[config.mk]
export PLATFORM = sky130hd
export DESIGN_NAME = ifetch_ctrl
export DESIGN_NICKNAME = d
export VERILOG_FILES = /design/src/rtl/ifetch_pkg.sv /design/src/rtl/ifetch_fifo.sv /design/src/rtl/ifetch_ctrl.sv
export SDC_FILE = /design/constraint.sdc
export NUM_CORES = 1
export LEC_CHECK = 0
export ABC_AREA = 1
export BUFFER_PORTS_ARGS = -buffer_cell sky130_fd_sc_hd__buf_4
export CAP_MARGIN = 20
export CELL_PAD_IN_SITES_DETAIL_PLACEMENT = 1
export CELL_PAD_IN_SITES_GLOBAL_PLACEMENT = 1
export CORE_ASPECT_RATIO = 0.7
export CORE_MARGIN = 4
export CORE_UTILIZATION = 40
export CTS_CLUSTER_DIAMETER = 30
export DETAILED_ROUTE_END_ITERATION = 10
export GPL_ROUTABILITY_DRIVEN = 1
export PLACE_DENSITY_LB_ADDON = 0.1
export RECOVER_POWER = 100
export SYNTH_ARGS = -nofsm -noshare
export SYNTH_HDL_FRONTEND = slang
export SYNTH_SLANG_ARGS = --single-unit
[constraint.sdc]
create_clock -name clk -period 2.2 [get_ports clk]
set_input_delay 0.33 -clock clk [delete_from_list [all_inputs] [get_ports clk]]
set_output_delay 0.33 -clock clk [all_outputs]
set_load 0.005 [all_outputs]
[src/rtl/ifetch_pkg.sv]
// ifetch_pkg: shared types and constants for the instruction-fetch sequencer
package ifetch_pkg;
  localparam int XLEN = 32;
  localparam int INSTR_BYTES = 4;
  localparam logic [XLEN-1:0] NOP_INSTR = 32'h0000_0013;
  typedef struct packed {
    logic [XLEN-1:0] pc;
    logic [XLEN-1:0] instr;
  } fetch_entry_t;
  typedef enum logic [1:0] {RUN, HALT, ERROR} ifetch_state_e;
endpackage

[src/rtl/ifetch_fifo.sv]
// ifetch_fifo: synchronous prefetch FIFO of fetch_entry_t.
// Ports: clk, rst_n (async, active-low), i_push/i_din enqueue, i_pop dequeue,
// i_flush empties (wins over push), o_full, o_empty, o_head (registered storage).
module ifetch_fifo
  import ifetch_pkg::*;
#(
  parameter int DEPTH = 2
) (
  input  logic         clk,
  input  logic         rst_n,
  input  logic         i_push,
  input  logic         i_pop,
  input  logic         i_flush,
  input  fetch_entry_t i_din,
  output logic         o_full,
  output logic         o_empty,
  output fetch_entry_t o_head
);
  localparam int AW = $clog2(DEPTH);
  fetch_entry_t r_mem [DEPTH];
  logic [AW:0] r_wr, r_rd;
  // Pointers carry one extra wrap bit to tell full from empty.
  assign o_empty = r_wr == r_rd;
  assign o_full = (r_wr[AW] != r_rd[AW]) && (r_wr[AW-1:0] == r_rd[AW-1:0]);
  assign o_head = r_mem[r_rd[AW-1:0]];
  always_ff @(posedge clk or negedge rst_n) begin
    if (!rst_n) begin
      r_wr <= '0;
      r_rd <= '0;
      for (int i = 0; i < DEPTH; i++) r_mem[i] <= '0;
    end else if (i_flush) begin
      r_wr <= '0;
      r_rd <= '0;
    end else begin
      if (i_push) begin
        r_mem[r_wr[AW-1:0]] <= i_din;
        r_wr <= r_wr + 1'b1;
      end
      if (i_pop) r_rd <= r_rd + 1'b1;
    end
  end
endmodule

[src/rtl/ifetch_ctrl.sv]
// ifetch_ctrl: instruction-fetch sequencer with prefetch FIFO and valid/ready to decode.
// Ports: clk, rst_n (async, active-low); imem_addr_o/imem_instr_i to combinational imem;
// instr_o/pc_o/instr_valid_o/instr_ready_i to decode; redirect_i/redirect_pc_i, halt_i;
// fetch_err_o sticky fault. With IFETCH_PERF_EN defined, adds fetch_cnt_o and stall_cnt_o.
module ifetch_ctrl
  import ifetch_pkg::*;
#(
  parameter int                    DATA_WIDTH = 32,
  parameter int                    MEM_SIZE   = 1024,
  parameter logic [DATA_WIDTH-1:0] RESET_PC   = '0,
  parameter int                    FIFO_DEPTH = 2
) (
  input  logic                  clk,
  input  logic                  rst_n,
  output logic [DATA_WIDTH-1:0] imem_addr_o,
  input  logic [DATA_WIDTH-1:0] imem_instr_i,
  output logic [DATA_WIDTH-1:0] instr_o,
  output logic [DATA_WIDTH-1:0] pc_o,
  output logic                  instr_valid_o,
  input  logic                  instr_ready_i,
  input  logic                  redirect_i,
  input  logic [DATA_WIDTH-1:0] redirect_pc_i,
  input  logic                  halt_i,
  output logic                  fetch_err_o
`ifdef IFETCH_PERF_EN
  ,
  output logic [31:0]           fetch_cnt_o,
  output logic [31:0]           stall_cnt_o
`endif
);
  localparam logic [DATA_WIDTH-1:0] PC_LIMIT = DATA_WIDTH'(MEM_SIZE * INSTR_BYTES);
  ifetch_state_e r_state, w_state_n;
  logic [DATA_WIDTH-1:0] r_pc, w_pc_n;
  logic w_push, w_pop, w_full, w_empty, w_pc_ok, w_bad_tgt;
  fetch_entry_t w_head, w_din;
  assign w_pc_ok = r_pc < PC_LIMIT;
  assign w_bad_tgt = (redirect_pc_i[1:0] != 2'b00) || (redirect_pc_i >= PC_LIMIT);
  assign w_pop = !w_empty && instr_ready_i;
  // A pop frees a slot in the same cycle, so a full FIFO still accepts a push.
  assign w_push = (r_state == RUN) && !halt_i && !redirect_i && w_pc_ok && (!w_full || w_pop);
  assign w_din = '{pc: r_pc, instr: imem_instr_i};
  assign imem_addr_o = r_pc;
  assign instr_valid_o = !w_empty;
  assign instr_o = w_empty ? '0 : w_head.instr;
  assign pc_o = w_empty ? '0 : w_head.pc;
  assign fetch_err_o = r_state == ERROR;
  always_comb begin
    w_state_n = r_state;
    w_pc_n = r_pc;
    w_pc_n = redirect_i ? redirect_pc_i : w_push ? r_pc + DATA_WIDTH'(INSTR_BYTES) : r_pc;
    w_state_n = redirect_i ? (w_bad_tgt ? ERROR : halt_i ? HALT : RUN)
              : r_state == ERROR ? ERROR
              : (r_state == RUN && !w_pc_ok) ? ERROR
              : halt_i ? HALT : RUN;
  end
  always_ff @(posedge clk or negedge rst_n) begin
    if (!rst_n) begin
      r_state <= RUN;
      r_pc <= RESET_PC;
    end else begin
      r_state <= w_state_n;
      r_pc <= w_pc_n;
    end
  end
  ifetch_fifo #(.DEPTH(FIFO_DEPTH)) u_fifo (
    .clk     (clk),
    .rst_n   (rst_n),
    .i_push  (w_push),
    .i_pop   (w_pop),
    .i_flush (redirect_i),
    .i_din   (w_din),
    .o_full  (w_full),
    .o_empty (w_empty),
    .o_head  (w_head)
  );
`ifdef IFETCH_PERF_EN
  logic [31:0] r_fetch_cnt, r_stall_cnt;
  assign fetch_cnt_o = r_fetch_cnt;
  assign stall_cnt_o = r_stall_cnt;
  always_ff @(posedge clk or negedge rst_n) begin
    if (!rst_n) begin
      r_fetch_cnt <= '0;
      r_stall_cnt <= '0;
    end else begin
      r_fetch_cnt <= r_fetch_cnt + 32'(w_push);
      r_stall_cnt <= r_stall_cnt + 32'(instr_valid_o && !instr_ready_i);
    end
  end
`endif
endmodule

== Word-level counts from Yosys, hierarchy flattened ==
Cells that the tools add are included.
Widths: inputs -> output; s select.
Operators by class
  add/sub/neg operators: 3
  magnitude comparators: 5
  equal/unequal tests: 4
  muxes and demuxes: 19
  bitwise gates (word level): 3
  reduce and logical (&&, ||, !) cells: 20
Operators by type and width (number)
  $mux 64: 4
  $bwmux 128: 1
  $mux 32: 4
  $demux 64 s1: 1
  $add 32x3->32 const B: 1
  $ge 32x13->1 const B: 1
  $lt 32x13->1 const B: 1
  $mux 2: 8
  $logic_and 1x1->1: 8
  $reduce_bool 2->1: 3
  $logic_not 1->1: 5
  $add 2x1->2 const B: 2
  $ge 2x2->1 const B: 2
  $not 1->2: 2
  $eq 2x2->1: 1
  $eq 2x2->1 const B: 1
  $logic_not 2->1: 1
  $logic_or 1x1->1: 2
  $lt 2x1->1 const B: 1
  $reduce_and 2->1: 1
  $eq 1x1->1: 1
  $mux 1: 1
  $ne 1x1->1: 1
  $not 1->1: 1
Storage, ports and cells
  register bits after elaboration: 166
  input bits: 69
  output and inout port bits: 98
  logic and storage cells: 62

== Logic depth before layout (Yosys ltp) ==
Gate-level depths: netlist (run 1).
  word-level depth: 7
  gate-level depth with buffers: 10

== Cells and area by module ==
Synthesis (run 1) repeated with hierarchy kept, for this count alone.
Second synthesis, totals
  cells, all modules: 1197
  area, all modules: 8324.2 sq um
By module, submodules not included
  ifetch_fifo: times used 1, cells an instance 791, area an instance 5948.2 sq um
  ifetch_ctrl: times used 1, cells an instance 406, area an instance 2376.0 sq um

== Worst setup path after synthesis (run 1) ==
OpenSTA, ideal clock, no wires.
  path kind: register -> output
  start point: register u_fifo.r_rd[0]
  end point: output port instr_valid_o
  data arrival time: 1.351 ns
  required time: 1.870 ns
  path slack: 0.519 ns
  cell stages (with the launch flop): 7
  path through: dfrtp_1 -> buf_2 -> xor2_1 -> nor2_1 -> buf_2 -> buf_1 -> inv_1
Between the ends
  longest elaborated chain between the ends: 2
Ends and longest elaborated chain
  start: declaration: line ifetch_fifo.sv:21  | logic [AW:0] r_wr, r_rd;
  start signal: assignment: line ifetch_fifo.sv:39  | if (i_pop) r_rd <= r_rd + 1'b1;
  $eq 2x2->1: line ifetch_fifo.sv:23  | assign o_empty = r_wr == r_rd;
  $logic_not 1->1: line ifetch_ctrl.sv:43  | assign instr_valid_o = !w_empty;
  end: declaration: line ifetch_ctrl.sv:19  | output logic instr_valid_o,
No other way between the ends.

== Worst setup path in the final report (run 1) ==
  start point: register u_fifo.r_rd[0]
  end point: output port instr_o[29]
Between the ends
  longest elaborated chain between the ends: 5
  elaborated cells on any way between the ends: 6
  those cells by class: eq/ne: 1; mux: 4; bitwise: 1
Ends and longest elaborated chain
  $not 1->2 (not written as such): line ifetch_fifo.sv:25  | assign o_head = r_mem[r_rd[AW-1:0]];
  $mux 64 (not written as such) (3 in a row): line ifetch_fifo.sv:25
  $mux 32 *: line ifetch_ctrl.sv:44  | assign instr_o = w_empty ? '0 : w_head.instr;
  end: declaration: line ifetch_ctrl.sv:17  | output logic [DATA_WIDTH-1:0] instr_o,
Mark *: on every way between the ends. The rest lies on a longest branch, timed or not. The select of a mux whose other input is x is not followed.

==> run_results.csv, run 1 <==
group,metric,value,unit
clock_network,h-tree-depth,4,
floorplanning,die_h,125,um
critical_path,slowest_delay,470,ps
critical_path,cp.arrival,1870,ps
clock_network,cts_tree,"done",
critical_path,startpoint_type,"register",
critical_path,critical_path_class,"register to output port",
synthesis,synthArstFlopShare,100,%
critical_path,path_common_cell,"buf_4",
pwr,power_frac_comb,6.9,%
pwr,internal_power,5.04,mW
global_route,grt_pass1_wl,40300,um
route,routed-via-count,7201,
critical_path,worstSetupEndpointType,"output port",
sta,tightestPinTransition,1180,ps
floorplanning,placeableCoreArea,19000,um^2
global_route,antenna_found_initial,0,
synthesis,syn-num-nets,1094,
pwr,power.density,670,nW/um^2
placed_design,dpl.hpwl,15700,um
clock_network,clk_pin_slew,70,ps
hold_path,hold_depth,3,
outcome,violations,"negative setup slack",
critical_path,cp.depth,6,
synthesis,synth_area_per_cell,7.61,um^2
clock_network,numCtsBuffers,17,
floorplanning,initial_core_util,41.0,%
pwr,pwr-share-seq,47.7,%
global_route,overflow,0,
route,ant_nets,0,
global_route,grt_usage,22.7,%
sta,finalCriticalPeriod,2200,ps
synthesis,synthTopCellsByCount,"nand2_1, dfrtp_1, nand3_1",
cells_and_area,multi_input_area,3190,um^2
synthesis,synth_cells,1024,
cells_and_area,seq_area,4160,um^2
sta,fmax,454,MHz
route,finalWirelength,24000,um
global_route,grt_max_degree,73,
route,drcViolationCount,0,
route,drt-pass1-iter-count,4,
global_route,grt_pass1_vias,7679,
sta,final_max_slew_viol_count,0,
hold_path,min_from,"redirect_pc_i[27]",
pwr,power_switching,1.69,mW
clock_network,clkLatencyLatePin,430,ps
critical_path,cp.required,1870,ps
critical_path,crit_chain,"xor2_4 > nor2_4 > buf_12 > buf_4 > a21oi_1 > buf_4",
synthesis,synthesis.area,7800,um^2
floorplanning,io_pins,167,
cells_and_area,fillers,2379,
clock_network,clock-root-buffer,"clkbuf_16",
sta,setup_viol,1,
critical_path,r2r_cells,9,
synthesis,synth_top_cell_by_area,"dfrtp_1",
job,cap_violations,0,
critical_path,cp_top_family,"flip-flops",
outcome,status,"finished, violations left",
sta,postLayoutSetupSlackWorst,-1.31,ps
pwr,p_sw_share,25.1,%
synthesis,synth_seq_area_share,53.3,%
critical_path,critPathLaunch,"u_fifo.r_rd[0]",
synthesis,synth_flop_cell,"dfrtp_1",
critical_path,r2r_start,"imem_addr_o[28]",
critical_path,crit_path_top_delay_cell,"dfrtp_2",
cells_and_area,final_core_util,52.8,%
route,drtIter0Drc,423,
placed_design,numPortBuffers,166,
pwr,p_leak,5.35,nW
hold_path,hp-class,"input port to register",
synthesis,yosysMostFrequentCell,"nand2_1",
synthesis,synthTopCellsByArea,"dfrtp_1, nand2_1, nand3_1",
synthesis,synth_edf_count,0,
clock_network,cts.path.max_buffers,2,
synthesis,synth_top_area_share,53.3,%
sta,slew_headroom,21.6,%
placed_design,place_congestion,0.761,
clock_network,cts.sinks,166,
floorplanning,die_w,175,um
floorplanning,fp-row-count,42,
pwr,clkPwrFrac,45.4,%
synthesis,synth_warnings,0,
cells_and_area,area_delta_synth_final,29.0,%
pwr,ir_drop,0.489,mV
pwr,total_power,6.73,mW
sta,fin_skew,13.3,ps
sta,hold_viol_final,0,
synthesis,yosys_register_bits,166,
critical_path,cp_max_fo,8,
critical_path,critPathBufInv,3,
synthesis,synthDistinctLibCells,24,
cells_and_area,antenna_cells,0,
floorplanning,dieArea,21800,um^2
route,viasPerCell,4.98,
cells_and_area,drive_gt1_share,21.2,%
sta,fin_crit_sh,100,%
sta,rsz0062_at_grt,"yes",
cells_and_area,num-nets-final,1239,
route,wl_per_cell,16.6,um
==> power groups by stage <==
stage	sequential (mW)	clock [mW]	combinational (mW)
floorplan	3.23	0	0.176
global placement	3.27	0	0.478
detailed placement	3.27	0	0.489
CTS	3.21	3.11	0.493
global route	3.23	3.26	0.529
finish	3.21	3.06	0.463
==> metrics by stage <==
step                      TNS [ps]  hold WS, ps  area [um^2]  worst slack (ps)  cells
after CTS                        0         96.6        10000             0.287   1444
after global routing         -91.0          104        10100             -36.7   1446
after detailed placement         0          213         9360               334   1408
final                        -1.31          110        10100             -1.31   1446
after floorplan                  0         34.4         7800               519   1024
after global placement           0          213         9360               425   1408
==> flip-flops by register name (all words and copies together) (netlist names) <==
signal and cells:
u_fifo.r_rd 2, u_fifo.r_wr 2, u_fifo.r_mem 128, r_state 2
imem_addr_o 32
==> final timing paths <==
kind | to | slack [ps]
max | instr_o[29] | -1
min reg2reg | u_fifo.r_mem[107] | 470
min in group asynchronous | imem_addr_o[10] | 320
min | imem_addr_o[27] | 110
max reg2reg | u_fifo.r_mem[28] | 330
max in group asynchronous | u_fifo.r_wr[0] | 380
==> area by class of cell <==
class,count,area share (%)
well taps,264,3.29
clock buffers,18,4.27
clock inverters,14,1.64
inverters,60,2.24
flip-flops and latches,166,41.3
repair buffers,197,15.5
multi-input cells,727,31.7
==> cells by family after synthesis <==
group | Yosys count | synth area share (%)
flip-flops | 166 | 53.3
XOR/XNOR | 6 | 0.674
buffers and inverters | 131 | 6.93
AND/OR/NAND/NOR | 625 | 32.7
adder cells (fa/ha/maj) | 1 | 0.160
AO/OA/AOI/OAI | 95 | 6.23
==> tightest hold or removal path, cell delays in order <==
cell and delay, ps:
buf_4 80, nand2_1 40, nand2_1 50
==> per-layer routing <==
metal	track usage, %	share of wire, %
met2	35.4	46
met1	33.1	50
met5	0	0
met3	3.28	3.5
met4	6.19	0.93
==> cells in the final DEF (no fill, tap or decap), drive strengths merged <==
cell,count
a21o,2
a21oi,84
buf,158
bufinv,2
clkbuf,56
clkinv,4
clkinvlp,1
dfrtp,166
dlygate4sd3,1
ha,1
inv,67
nand2,381
nand3,141
nand4,3
nor2,97
nor3,1
o21ai,7
o21bai,2
or2,2
xnor2,1
xor2,5
==> what timing repair did <==
| action | CTS | global route |
|---|---|---|
| resized for setup | 3 | 16 |
| setup buffers | 3 | 2 |
| pin swaps | 1 | 0 |
| endpoints found under the hold margin | 22 | 0 |
| hold buffers | 1 | 0 |
| setup endpoints to repair | 38 | 35 |
(Power assumes the default switching activity.)
==> run 2: changes to the inputs <==
- CORE_ASPECT_RATIO: 0.7 -> 1.2
==> run_results.csv, run 2 (synthesized netlist as in run 1, its figures left out) <==
group,metric,value,unit
pwr,p_sw_share,22.8,%
floorplanning,die_h,161,um
critical_path,r2r-end,"u_fifo.r_mem[8]",
outcome,status,"completed",
clock_network,cts_tree,"done",
floorplanning,initial_core_util,41.0,%
cells_and_area,area_delta_synth_final,26.6,%
pwr,p_leak,5.22,nW
cells_and_area,largest_reg_flops,128,
critical_path,r2r_start,"imem_addr_o[28]",
cells_and_area,drive_gt1_share,18.0,%
pwr,clkPwrFrac,46.8,%
route,ant_nets,0,
global_route,antenna_found_initial,0,
route,drt-pass1-iter-count,4,
critical_path,critical_path_class,"register to output port",
critical_path,r2r_cells,9,
clock_network,clock-root-buffer,"clkbuf_16",
cells_and_area,final_core_util,51.9,%
global_route,overflow,0,
sta,slew_headroom,29.0,%
cells_and_area,antenna_cells,0,
clock_network,cts.sinks,166,
hold_path,hold_depth,3,
cells_and_area,most-common-layout-cells,"nand2_1, dfrtp_1, nand3_1",
route,viasPerCell,5.08,
pwr,power_switching,1.57,mW
floorplanning,die_w,135,um
cells_and_area,stdcell_area,9870,um^2
sta,hold_viol_final,0,
sta,fmax,474,MHz
global_route,grt_max_degree,67,
critical_path,startpoint_type,"register",
sta,setup_viol,0,
route,finalWirelength,23100,um
cells_and_area,num-nets-final,1230,
sta,rsz0062_at_grt,"yes",
sta,final_max_slew_viol_count,0,
critical_path,reg2reg_setup_slack,200,ps
job,cap_violations,0,
pwr,ir_drop,0.585,mV
clock_network,numCtsBuffers,17,
clock_network,post-cts-setup-buffers,0,
clock_network,cts.path.max_buffers,2,
critical_path,cp.arrival,1780,ps
placed_design,numPortBuffers,166,
critical_path,cp.required,1870,ps
critical_path,critPathBufInv,2,
global_route,grt_usage,21.9,%
cells_and_area,largest_register,"u_fifo.r_mem",
route,drtIter0Drc,332,
sta,timing.hold.ws,114,ps
critical_path,worstSetupEndpointType,"output port",
hold_path,hp-class,"input port to register",
pwr,pwr-share-seq,46.7,%
sta,fin_skew,9.66,ps
global_route,grt_pass1_vias,7678,
clock_network,clk_pin_slew,60,ps
sta,setup_tns,0,ps
floorplanning,fp-row-count,55,
hold_path,hold_end,"imem_addr_o[19]",
critical_path,cp_top_family,"flip-flops",
cells_and_area,final_common_cell,"nand2_1",
placed_design,dpl.hpwl,15400,um
clock_network,h-tree-depth,4,
placed_design,place_inst,1396,
hold_path,min_from,"redirect_pc_i[19]",
placed_design,postPlaceCellArea,9310,um^2
route,routed-via-count,7256,
route,drcViolationCount,0,
critical_path,slowest_delay,470,ps
sta,finalCriticalPeriod,2110,ps
pwr,power.density,698,nW/um^2
clock_network,clkLatencyLatePin,430,ps
placed_design,place_congestion,0.726,
cells_and_area,instances_no_fill,1429,
floorplanning,dieArea,21800,um^2
floorplanning,placeableCoreArea,19000,um^2
sta,fin_crit_sh,96.0,%
pwr,power_frac_comb,6.5,%
pwr,internal_power,5.32,mW
floorplanning,io_pins,167,
route,wl_per_cell,16.2,um
global_route,grt_pass1_wl,38600,um
critical_path,cp_max_fo,41,
critical_path,crit_chain,"xor2_4 > nor2_4 > buf_12 > a21oi_1 > buf_4",
sta,tightestPinTransition,1060,ps
critical_path,crit_path_top_delay_cell,"dfrtp_2",
## run 2: cell types whose count changed in the layout (fill, tap and decap cells not counted), sizes merged
cell | previous run | this run
buf | 158 | 96
clkbuf | 56 | 112
inv | 67 | 60
bufinv | 2 | 4
clkinv | 4 | 5
clkinvlp | 1 | 2
## run 2: how the worst max path moves through the flow
stage | startpoint | end | slack [ps] | cells past startpoint
5_1_grt | u_fifo.r_rd[0] | instr_o[3] | -30 | 5
4_1_cts | u_fifo.r_rd[0] | instr_o[31] | -10 | 4
3_3_place_gp | u_fifo.r_rd[0] | instr_o[31] | 340 | 5
6_report | u_fifo.r_rd[0] | pc_o[3] | 90 | 5
3_5_place_dp | imem_addr_o[28] | u_fifo.r_mem[99] | 280 | 9
2_1_floorplan | u_fifo.r_rd[0] | instr_valid_o | 520 | 6
## run 2: stage by stage
step	setup WS, ps	total power, mW
after CTS	-11.0	7.00
after global placement	340	3.75
after global routing	-26.7	7.15
after floorplan	519	3.41
after detailed placement	282	3.76
final	88.6	6.89
## run 2: power by group through the flow
stage | clock network [mW] | registers, mW | logic (mW)
2_1_floorplan | 0 | 3.23 | 0.176
3_3_place_gp | 0 | 3.27 | 0.477
3_5_place_dp | 0 | 3.27 | 0.484
4_1_cts | 3.29 | 3.22 | 0.491
5_1_grt | 3.41 | 3.23 | 0.516
6_report | 3.22 | 3.21 | 0.449
## run 2: metal layers
metal	vias to the layer above	GRT usage [%]	part of all wire (%)
li1	3500	-	-
met1	3587	27.2	41
met2	141	38.3	52
met3	28	5.23	5.2
met4	0	5.68	1.6
met5	-	0	0
## run 2: repair_timing
| action | in CTS | in global routing |
|---|---|---|
| gates resized for setup | 3 | 5 |
| endpoints found under the setup margin | 27 | 37 |
| hold buffers | 1 | 0 |
| endpoints found under the hold margin | 36 | 0 |
## run 2: cell type report
class | count | area (um^2)
clock buffers | 21 | 470
well taps | 256 | 320
multi-input cells | 727 | 3130
flip-flops and latches | 166 | 4160
repair buffers | 188 | 1390
clock inverters | 11 | 171
inverters | 60 | 226
fillers | 2419 | 9130
## run 2: tightest hold or removal path, cell delays in order
cell,delay [ps]
buf_4,80
nand2_1,40
nand2_1,50
